===== src/rtl/uart_prot_trig_if.sv =====
// Signal bundle between the UART protocol trigger and the capture path that configures it
// and consumes its frame/trigger pulses.
interface uart_prot_trig_if #(
   parameter int DATA_W = 8
);
   // frame_vld is a valid-only strobe with no ready: it is high for exactly one clk and the
   // consumer must take frame_data/err/trig in that cycle; trig and err only assert with it.
   logic              rx;
   logic [15:0]       baud_cnt;
   logic [DATA_W-1:0] match;
   logic [DATA_W-1:0] mask;
   logic              par_en;
   logic              par_odd;
   logic [3:0]        seq_len;
   logic              frame_vld;
   logic [DATA_W-1:0] frame_data;
   logic              err;
   logic              trig;
   logic [2:0]        dbg_state;

   modport master (
      output rx, baud_cnt, match, mask, par_en, par_odd, seq_len,
      input  frame_vld, frame_data, err, trig, dbg_state
   );

   modport slave (
      input  rx, baud_cnt, match, mask, par_en, par_odd, seq_len,
      output frame_vld, frame_data, err, trig, dbg_state
   );
endinterface


===== src/rtl/uart_prot_trig.sv =====
// UART frame decoder that pulses trig once seq_len consecutive good frames match a masked
// pattern; supports 5..16 data bits, optional parity and an idle timeout between frames.
module uart_prot_trig #(
   parameter int DATA_W    = 8,
   parameter int SEQ_DEPTH = 4,
   parameter int IDLE_TO   = 0
) (
   input logic             clk,
   input logic             rst,
   uart_prot_trig_if.slave bus
);
   typedef enum logic [2:0] {S_IDLE, S_START, S_DATA, S_PAR, S_STOP} state_t;

   localparam logic [4:0]  BIT_LAST  = 5'(DATA_W - 1);
   localparam logic [3:0]  DEPTH     = 4'(SEQ_DEPTH);
   localparam logic [15:0] IDLE_LAST = 16'(IDLE_TO - 1);

   state_t            state, state_nxt;
   logic              s1, s2, s3;
   logic              line, start_edge;
   logic [15:0]       bc, baud_tmr;
   logic [4:0]        bit_cnt;
   logic [DATA_W-1:0] shreg;
   logic              par_bad;
   logic [3:0]        seq_cnt, eff_len;
   logic [15:0]       idle_sub, idle_bits;
   logic              tick, stop_bad, hit, seq_done, frame_done, idle_run, idle_expire;
   logic              frame_vld_r, err_r, trig_r;
   logic [DATA_W-1:0] frame_data_r;

   assign line       = s2;
   assign start_edge = s3 & ~s2;
   assign bc         = (bus.baud_cnt < 16'd4) ? 16'd4 : bus.baud_cnt;
   assign tick       = (baud_tmr == 16'd0);
   assign stop_bad   = ~line | par_bad;
   assign hit        = ~stop_bad && (((shreg ^ bus.match) & ~bus.mask) == '0);
   assign seq_done   = ({1'b0, seq_cnt} + 5'd1) >= {1'b0, eff_len};
   assign frame_done = (state == S_STOP) && tick;

   // Bit times spent idle between frames only matter while a sequence is partly matched.
   assign idle_run    = (IDLE_TO != 0) && (state == S_IDLE) && (seq_cnt != 4'd0) && !start_edge;
   assign idle_expire = idle_run && (idle_sub == bc - 16'd1) && (idle_bits == IDLE_LAST);

   always_comb begin
      eff_len = bus.seq_len;
      if (bus.seq_len == 4'd0)
         eff_len = 4'd1;
      else if (bus.seq_len > DEPTH)
         eff_len = DEPTH;
   end

   always_comb begin
      state_nxt = state;
      case (state)
         S_IDLE:  if (start_edge) state_nxt = S_START;
         S_START: if (tick) state_nxt = line ? S_IDLE : S_DATA;
         S_DATA:  if (tick && bit_cnt == BIT_LAST) state_nxt = bus.par_en ? S_PAR : S_STOP;
         S_PAR:   if (tick) state_nxt = S_STOP;
         S_STOP:  if (tick) state_nxt = S_IDLE;
         default: state_nxt = S_IDLE;
      endcase
   end

   always_ff @(posedge clk) begin
      if (rst) begin
         state        <= S_IDLE;
         s1           <= 1'b1;
         s2           <= 1'b1;
         s3           <= 1'b1;
         baud_tmr     <= '0;
         bit_cnt      <= '0;
         shreg        <= '0;
         par_bad      <= 1'b0;
         seq_cnt      <= '0;
         idle_sub     <= '0;
         idle_bits    <= '0;
         frame_vld_r  <= 1'b0;
         err_r        <= 1'b0;
         trig_r       <= 1'b0;
         frame_data_r <= '0;
      end else begin
         s1          <= bus.rx;
         s2          <= s1;
         s3          <= s2;
         state       <= state_nxt;
         frame_vld_r <= 1'b0;
         err_r       <= 1'b0;
         trig_r      <= 1'b0;

         if (state == S_IDLE) begin
            if (start_edge) begin
               baud_tmr <= bc >> 1;
               bit_cnt  <= '0;
               par_bad  <= 1'b0;
            end
         end else if (tick) begin
            // Reload bc-1 so that sampling at zero repeats exactly every bc clocks.
            baud_tmr <= bc - 16'd1;
            if (state == S_DATA) begin
               shreg   <= {line, shreg[DATA_W-1:1]};
               bit_cnt <= bit_cnt + 5'd1;
            end
            if (state == S_PAR)
               par_bad <= (((^shreg) ^ line) != bus.par_odd);
         end else begin
            baud_tmr <= baud_tmr - 16'd1;
         end

         if (frame_done) begin
            frame_vld_r  <= 1'b1;
            frame_data_r <= shreg;
            err_r        <= stop_bad;
            if (hit && seq_done) begin
               trig_r  <= 1'b1;
               seq_cnt <= '0;
            end else if (hit) begin
               seq_cnt <= seq_cnt + 4'd1;
            end else begin
               seq_cnt <= '0;
            end
         end else if (idle_expire) begin
            seq_cnt <= '0;
         end

         if (!idle_run) begin
            idle_sub  <= '0;
            idle_bits <= '0;
         end else if (idle_sub == bc - 16'd1) begin
            idle_sub  <= '0;
            idle_bits <= idle_bits + 16'd1;
         end else begin
            idle_sub <= idle_sub + 16'd1;
         end
      end
   end

   assign bus.frame_vld  = frame_vld_r;
   assign bus.frame_data = frame_data_r;
   assign bus.err        = err_r;
   assign bus.trig       = trig_r;
   assign bus.dbg_state  = state;
endmodule


===== src/flat_wrapper.sv =====
// flat-port wrapper written by rule: the top's interface ports become plain ports
module uart_prot_trig_flat 
#(
   parameter int DATA_W    = 8,
   parameter int SEQ_DEPTH = 4,
   parameter int IDLE_TO   = 0
)
  (clk, rst, bus_rx, bus_baud_cnt, bus_match, bus_mask, bus_par_en, bus_par_odd, bus_seq_len, bus_frame_vld, bus_frame_data, bus_err, bus_trig, bus_dbg_state);
  uart_prot_trig_if #(.DATA_W(DATA_W)) bus_i ();
  input logic clk;
  input logic rst;
  input wire logic [$bits(bus_i.rx)-1:0] bus_rx;
  input wire logic [$bits(bus_i.baud_cnt)-1:0] bus_baud_cnt;
  input wire logic [$bits(bus_i.match)-1:0] bus_match;
  input wire logic [$bits(bus_i.mask)-1:0] bus_mask;
  input wire logic [$bits(bus_i.par_en)-1:0] bus_par_en;
  input wire logic [$bits(bus_i.par_odd)-1:0] bus_par_odd;
  input wire logic [$bits(bus_i.seq_len)-1:0] bus_seq_len;
  output wire logic [$bits(bus_i.frame_vld)-1:0] bus_frame_vld;
  output wire logic [$bits(bus_i.frame_data)-1:0] bus_frame_data;
  output wire logic [$bits(bus_i.err)-1:0] bus_err;
  output wire logic [$bits(bus_i.trig)-1:0] bus_trig;
  output wire logic [$bits(bus_i.dbg_state)-1:0] bus_dbg_state;
  assign bus_i.rx = bus_rx;
  assign bus_i.baud_cnt = bus_baud_cnt;
  assign bus_i.match = bus_match;
  assign bus_i.mask = bus_mask;
  assign bus_i.par_en = bus_par_en;
  assign bus_i.par_odd = bus_par_odd;
  assign bus_i.seq_len = bus_seq_len;
  assign bus_frame_vld = bus_i.frame_vld;
  assign bus_frame_data = bus_i.frame_data;
  assign bus_err = bus_i.err;
  assign bus_trig = bus_i.trig;
  assign bus_dbg_state = bus_i.dbg_state;
  uart_prot_trig #(.DATA_W(DATA_W), .SEQ_DEPTH(SEQ_DEPTH), .IDLE_TO(IDLE_TO)) u_core (.clk(clk), .rst(rst), .bus(bus_i));
endmodule

===== config.mk =====
export PLATFORM = sky130hd
export DESIGN_NAME = uart_prot_trig_flat
export DESIGN_NICKNAME = d
export VERILOG_FILES = /design/src/rtl/uart_prot_trig_if.sv /design/src/rtl/uart_prot_trig.sv /design/src/flat_wrapper.sv
export SDC_FILE = /design/constraint.sdc
export NUM_CORES = 1
export LEC_CHECK = 0
export ABC_AREA = 1
export CAP_MARGIN = 0
export CORE_MARGIN = 5
export CORE_UTILIZATION = 49
export CTS_CLUSTER_SIZE = 16
export DETAILED_ROUTE_END_ITERATION = 16
export GPL_ROUTABILITY_DRIVEN = 0
export PLACE_DENSITY_LB_ADDON = 0.1
export SKIP_CTS_REPAIR_TIMING = 1
export SLEW_MARGIN = 5
export SYNTH_ARGS = -nofsm -noshare
export SYNTH_HDL_FRONTEND = slang
export SYNTH_SLANG_ARGS = --single-unit

===== constraint.sdc =====
create_clock -name clk -period 1.94 [get_ports clk]
set_input_delay 0.291 -clock clk [delete_from_list [all_inputs] [get_ports clk]]
set_output_delay 0.291 -clock clk [all_outputs]
set_load 0.02 [all_outputs]

Word-level counts from Yosys, hierarchy flattened --
Index checks and enable logic that the tools add are counted.
Storage, ports and cells: flip-flop bits (word level) 51, bits in latches 0, memory bits (writable) 0, memory bits (read-only) 0, input bits 41, output and inout port bits 14, word-level logic and storage cells 85, memories kept 0
Operators by class: add/subtract/negate cells 5, multipliers 0, div/mod/pow operators 0, $lt $le $gt $ge 3, eq/ne operators 11, shifts and indexed selects 0, multiplexer cells 26, bitwise gates (word level) 10, reduce and logical (&&, ||, !) cells 17
Operators by type and width (count):
- $mux W16 | 4
- $sub A16 B1 Y16 const B | 2
- $mux W5 | 4
- $mux W3 | 6
- $logic_not A16 Y1 | 1
- $lt A16 B3 Y1 const B | 1
- $mux W4 | 4
- $pmux W3 S5 | 1
- $ne A2 B1 Y1 const B | 5
- $reduce_and A3 Y1 | 3
- $and A8 B8 Y8 | 1
- $logic_not A8 Y1 | 1
- $not A8 Y8 | 1
- $reduce_xor A8 Y1 | 1
- $xor A8 B8 Y8 | 1
- $eq A3 B2 Y1 const B | 2
- $mux W1 | 6
- $reduce_bool A2 Y1 | 3
- $add A4 B1 Y5 const B | 1
- $add A5 B1 Y5 const B | 1
- $eq A5 B3 Y1 const B | 1
- $ge A5 B4 Y1 | 1
- $reduce_and A5 Y1 | 1
- $add A4 B1 Y4 const B | 1
- other kinds (13) | 19

Longest topological paths before layout --
depth after elaboration 6, depth in mapped cells 15, gate-level depth less buffers 15

Worst setup path before layout --
OpenSTA, ideal clock, no wires.
path kind register to register, from reg u_core.baud_tmr[12], to reg u_core.baud_tmr[6], setup time 134 ps, data arrival time 1777 ps, data required time 1806 ps, setup slack 29 ps, stages on the path, launching flop included 14, buffers on the path 0, clock period less this slack 1911 ps, cell sequence dfxtp_1 nor2_1 nand2_2 nor2_8 nand2_4 o21ai_1 inv_1 ha_1 nand2_1 nor2_1 a21oi_1 o21ai_1 nand2_1 a21oi_1
Between the ends: longest elaborated chain between the ends 3
RTL lines:
- start: declaration | line uart_prot_trig.sv:21 | logic [15:0] bc, baud_tmr;
- start signal: assignment | line uart_prot_trig.sv:92 | baud_tmr <= bc >> 1;
- start signal: assignment | line uart_prot_trig.sv:98 | baud_tmr <= bc - 16'd1;
- start signal: assignment | line uart_prot_trig.sv:106 | baud_tmr <= baud_tmr - 16'd1;
- $logic_not A16 Y1 | line uart_prot_trig.sv:34 | assign tick = (baud_tmr == 16'd0);
- $mux W16 | line uart_prot_trig.sv:96 | end else if (tick) begin
- $mux W16 | line uart_prot_trig.sv:90 | if (state == S_IDLE) begin
Every way passes these cells. A chain may end at the register's enable or synchronous reset.

Worst setup path in the final report --
from reg u_core.seq_cnt[1], to reg u_core.seq_cnt[1]
Between the ends: longest elaborated chain between the ends 4, elaborated cells on any way between the ends 6, those cells by class 2 x add/sub; 1 x order compare; 2 x mux; 1 x reduce/logical
RTL lines:
- start: declaration | line uart_prot_trig.sv:25 | logic [3:0] seq_cnt, eff_len;
- start signal: assignment | line uart_prot_trig.sv:117 | seq_cnt <= seq_cnt + 4'd1;
- $add A4 B1 Y5 | line uart_prot_trig.sv:37 | assign seq_done = ({1'b0, seq_cnt} + 5'd1) >= {1'b0, eff_len};
- $ge A5 B4 Y1 | line uart_prot_trig.sv:37
- $logic_and A1 B1 Y1 | line uart_prot_trig.sv:113 | if (hit && seq_done) begin
- $mux W4 (*) | line uart_prot_trig.sv:113
Every way passes the cells marked *; elsewhere a longest branch is shown, timed or not.

==> flow_summary_export.csv <==
group,metric,value,unit
clock_network,clk_latency,0.31,ns
synth,ys_ff_latch,51,
outcome,outcome,"complete, but fails checks",
grt,grt_max_degree,35,
cells_and_area,drive_gt1_frac,0.301,
setup_path,start_kind,"flop",
clock_network,cts_buffers,5,
synth,synthDistinctLibCells,43,
setup_path,critPathCaptureType,"flop",
synth,synth_top_area_cell,"dfxtp_1",
clock_network,cts_tree,"built",
floorplan,start_util,0.497,
power_and_ir_drop,p_total,0.00724,W
floorplan,dieArea,0.00852,mm²
setup_path,rr_worst_depth,11,
grt,grt-ovfl-total,0,
routing,drtIter0Drc,186,
floorplan,io_pins,55,
hold_path,min_path_type,"in -> reg",
place,portBuffers,54,
synth,synthArstFlopShare,0,
setup_path,crit_required,2.18,ns
hold_path,hold_depth,5,
synth,syn_avg_cell_area,6.72,µm²
flow_run,maxCapViolations,0,
clock_network,clockBufferDepth,2,
grt,grt_pass1_wl,15000,µm
cells_and_area,final_nets,654,
synth,synth.area.top_cells,"dfxtp_1 31%, nand2_1 11%, nor2_1 7.1%",
timing,clock.fmax,515,MHz
grt,antenna_found_initial,0,
floorplan,rows,30,
cells_and_area,area_growth,45.6,%
timing,rsz0062_at_grt,"yes",
synth,synth.most_common_cell,"nand2_1",
routing,wirelength,10200,µm
synth,yosys_warnings,0,
synth,ys.flop_type,"dfxtp_1",
timing,fin_crit_sh,1.00,
routing,num_vias,3667,
power_and_ir_drop,power_density,1500,mW/mm²
clock_network,htreeDepth,2,
synth,synthCells,494,
outcome,failed_checks,"setup timing",
cells_and_area,final_cells,687,
timing,period_needed,1.94,ns
timing,fin_setup_tns,-0.00303,ns
timing,skew,0.0124,ns
power_and_ir_drop,cellLeakagePower,2.29,nW
place,dp.cells,659,
routing,vias_per_cell,5.34,
synth,synth_nets,542,
routing,route.detailed.drc,0,
timing,maxSlewViolCount,0,
place,hpwl,7190,µm
clock_network,cts_root_buffer,"clkbuf_8",
setup_path,crit_path_max_fanout,4,
routing,wire_per_inst,14.8,µm
clock_network,clk_pin_slew,0.10,ns
synth,yosysTopAreaCellShare,0.308,
synth,yosys-top-cells-count,"101 x nand2_1, 63 x nor2_1, 51 x dfxtp_1",
synth,yosysSeqAreaShare,0.308,
power_and_ir_drop,ir_drop,0.634,mV
synth,synth-edff-count,0,
cells_and_area,antenna_cells,0,
setup_path,path_class,"reg -> reg",
floorplan,die_h,92.3,µm
floorplan,core,0.00668,mm²
grt,grt_usage,0.219,
setup_path,arrival,2.18,ns
timing,setup_ws,-0.00303,ns
timing,hold_viol_final,0,
clock_network,clock-sinks,51,
routing,dr.pass1.iters,4,
routing,drtAntennaViolNets,0,
timing,finalSetupViolations,1,
grt,grt_pass1_vias,3290,
synth,syn-cell-area,0.00332,mm²
floorplan,die_w,92.3,µm
per-layer routing:
layer  GRT usage  share of wire  vias up
li1            -              -     1822
met2       0.382           0.48      146
met3      0.0398          0.061       40
met1       0.262           0.41     1659
met5           0              0        -
met4      0.0903          0.049        0
through the flow:
| step | area (µm²) | util | hold WS, ns | worst slack (ns) |
|---|---|---|---|---|
| 2_1_floorplan | 3320 | - | 0.389 | 0.0290 |
| 3_3_place_gp | 4250 | 0.636 | 0.392 | -0.356 |
| 3_5_place_dp | 4250 | 0.636 | 0.399 | -0.410 |
| 4_1_cts | 4340 | 0.649 | 0.426 | -0.103 |
| 5_1_grt | 4830 | 0.723 | 0.437 | -0.135 |
| 6_report | 4830 | 0.723 | 0.419 | -0.00303 |
power breakdown:
part,internal [W],leakage (nW),switching (W)
clock,0.000262,0.0489,0.000396
sequential,0.00124,0.422,0.000191
combinational,0.00212,1.82,0.00303
total,0.00362,2.29,0.00362
state kept, by name, summed over array words and instances (netlist names), 3 cells and up:
| name | cells |
|---|---|
| u_core.shreg | 8 |
| u_core.bus.dbg_state | 3 |
| u_core.baud_tmr | 16 |
| u_core.bit_cnt | 5 |
| u_core.bus.frame_data | 8 |
| u_core.seq_cnt | 4 |
area by class of cell:
class	count	area, µm²
fillers	534	1850
clock buffers	5	68.8
clock inverters	3	22.5
multi-input cells	369	2240
repair buffers	118	1120
inverters	61	239
flip-flops and latches	51	1050
well taps	80	100
cell usage in the layout, fill, tap and decap left out, types with 6 or more instances in the layout:
| master | count |
|---|---|
| clkdlybuf4s50_1 | 36 |
| o21ai_0 | 28 |
| dfxtp_1 | 36 |
| nand3_1 | 38 |
| o21ai_1 | 6 |
| dlymetal6s2s_1 | 18 |
| a21oi_1 | 34 |
| nand2_4 | 15 |
| buf_4 | 58 |
| inv_1 | 40 |
| nor2_2 | 8 |
| nand2_1 | 89 |
| nand2_2 | 14 |
| xnor2_1 | 8 |
| inv_2 | 17 |
| nor2_1 | 54 |
| dfxtp_2 | 12 |
| nor2_4 | 13 |
critical path, cell delays in order, from the launching register on:
cell      delay, ns
dfxtp_2        0.36
ha_4           0.16
xor2_2         0.18
ha_1           0.27
a21oi_2        0.13
inv_1          0.06
nand2_1        0.05
nand3b_1       0.11
nor3_2         0.20
buf_4          0.16
nand2_2        0.06
a21oi_2        0.13
kinds of logic (layout without fill, tap and decap cells):
kind of cell | count (synthesis) | after routing | share of synthesized area
other cells | 1 | 1 | 0.00113
simple gates | 251 | 251 | 0.375
fa+ha+maj | 7 | 7 | 0.0264
compound gates | 95 | 95 | 0.161
buf+inv | 74 | 187 | 0.0893
flops | 51 | 51 | 0.308
xor+xnor | 15 | 15 | 0.0396
path summary, 6_finish.rpt:
kind,from,endpoint,slack [ns]
setup / recovery,u_core.seq_cnt[1],u_core.seq_cnt[1],-0.003
hold / removal,bus_baud_cnt[12],u_core.baud_tmr[11],0.42
setup reg to reg,u_core.seq_cnt[1],u_core.seq_cnt[1],-0.003
hold reg to reg,u_core.s1,u_core.line,0.42
No activity file was read; power rests on OpenSTA's default activity.
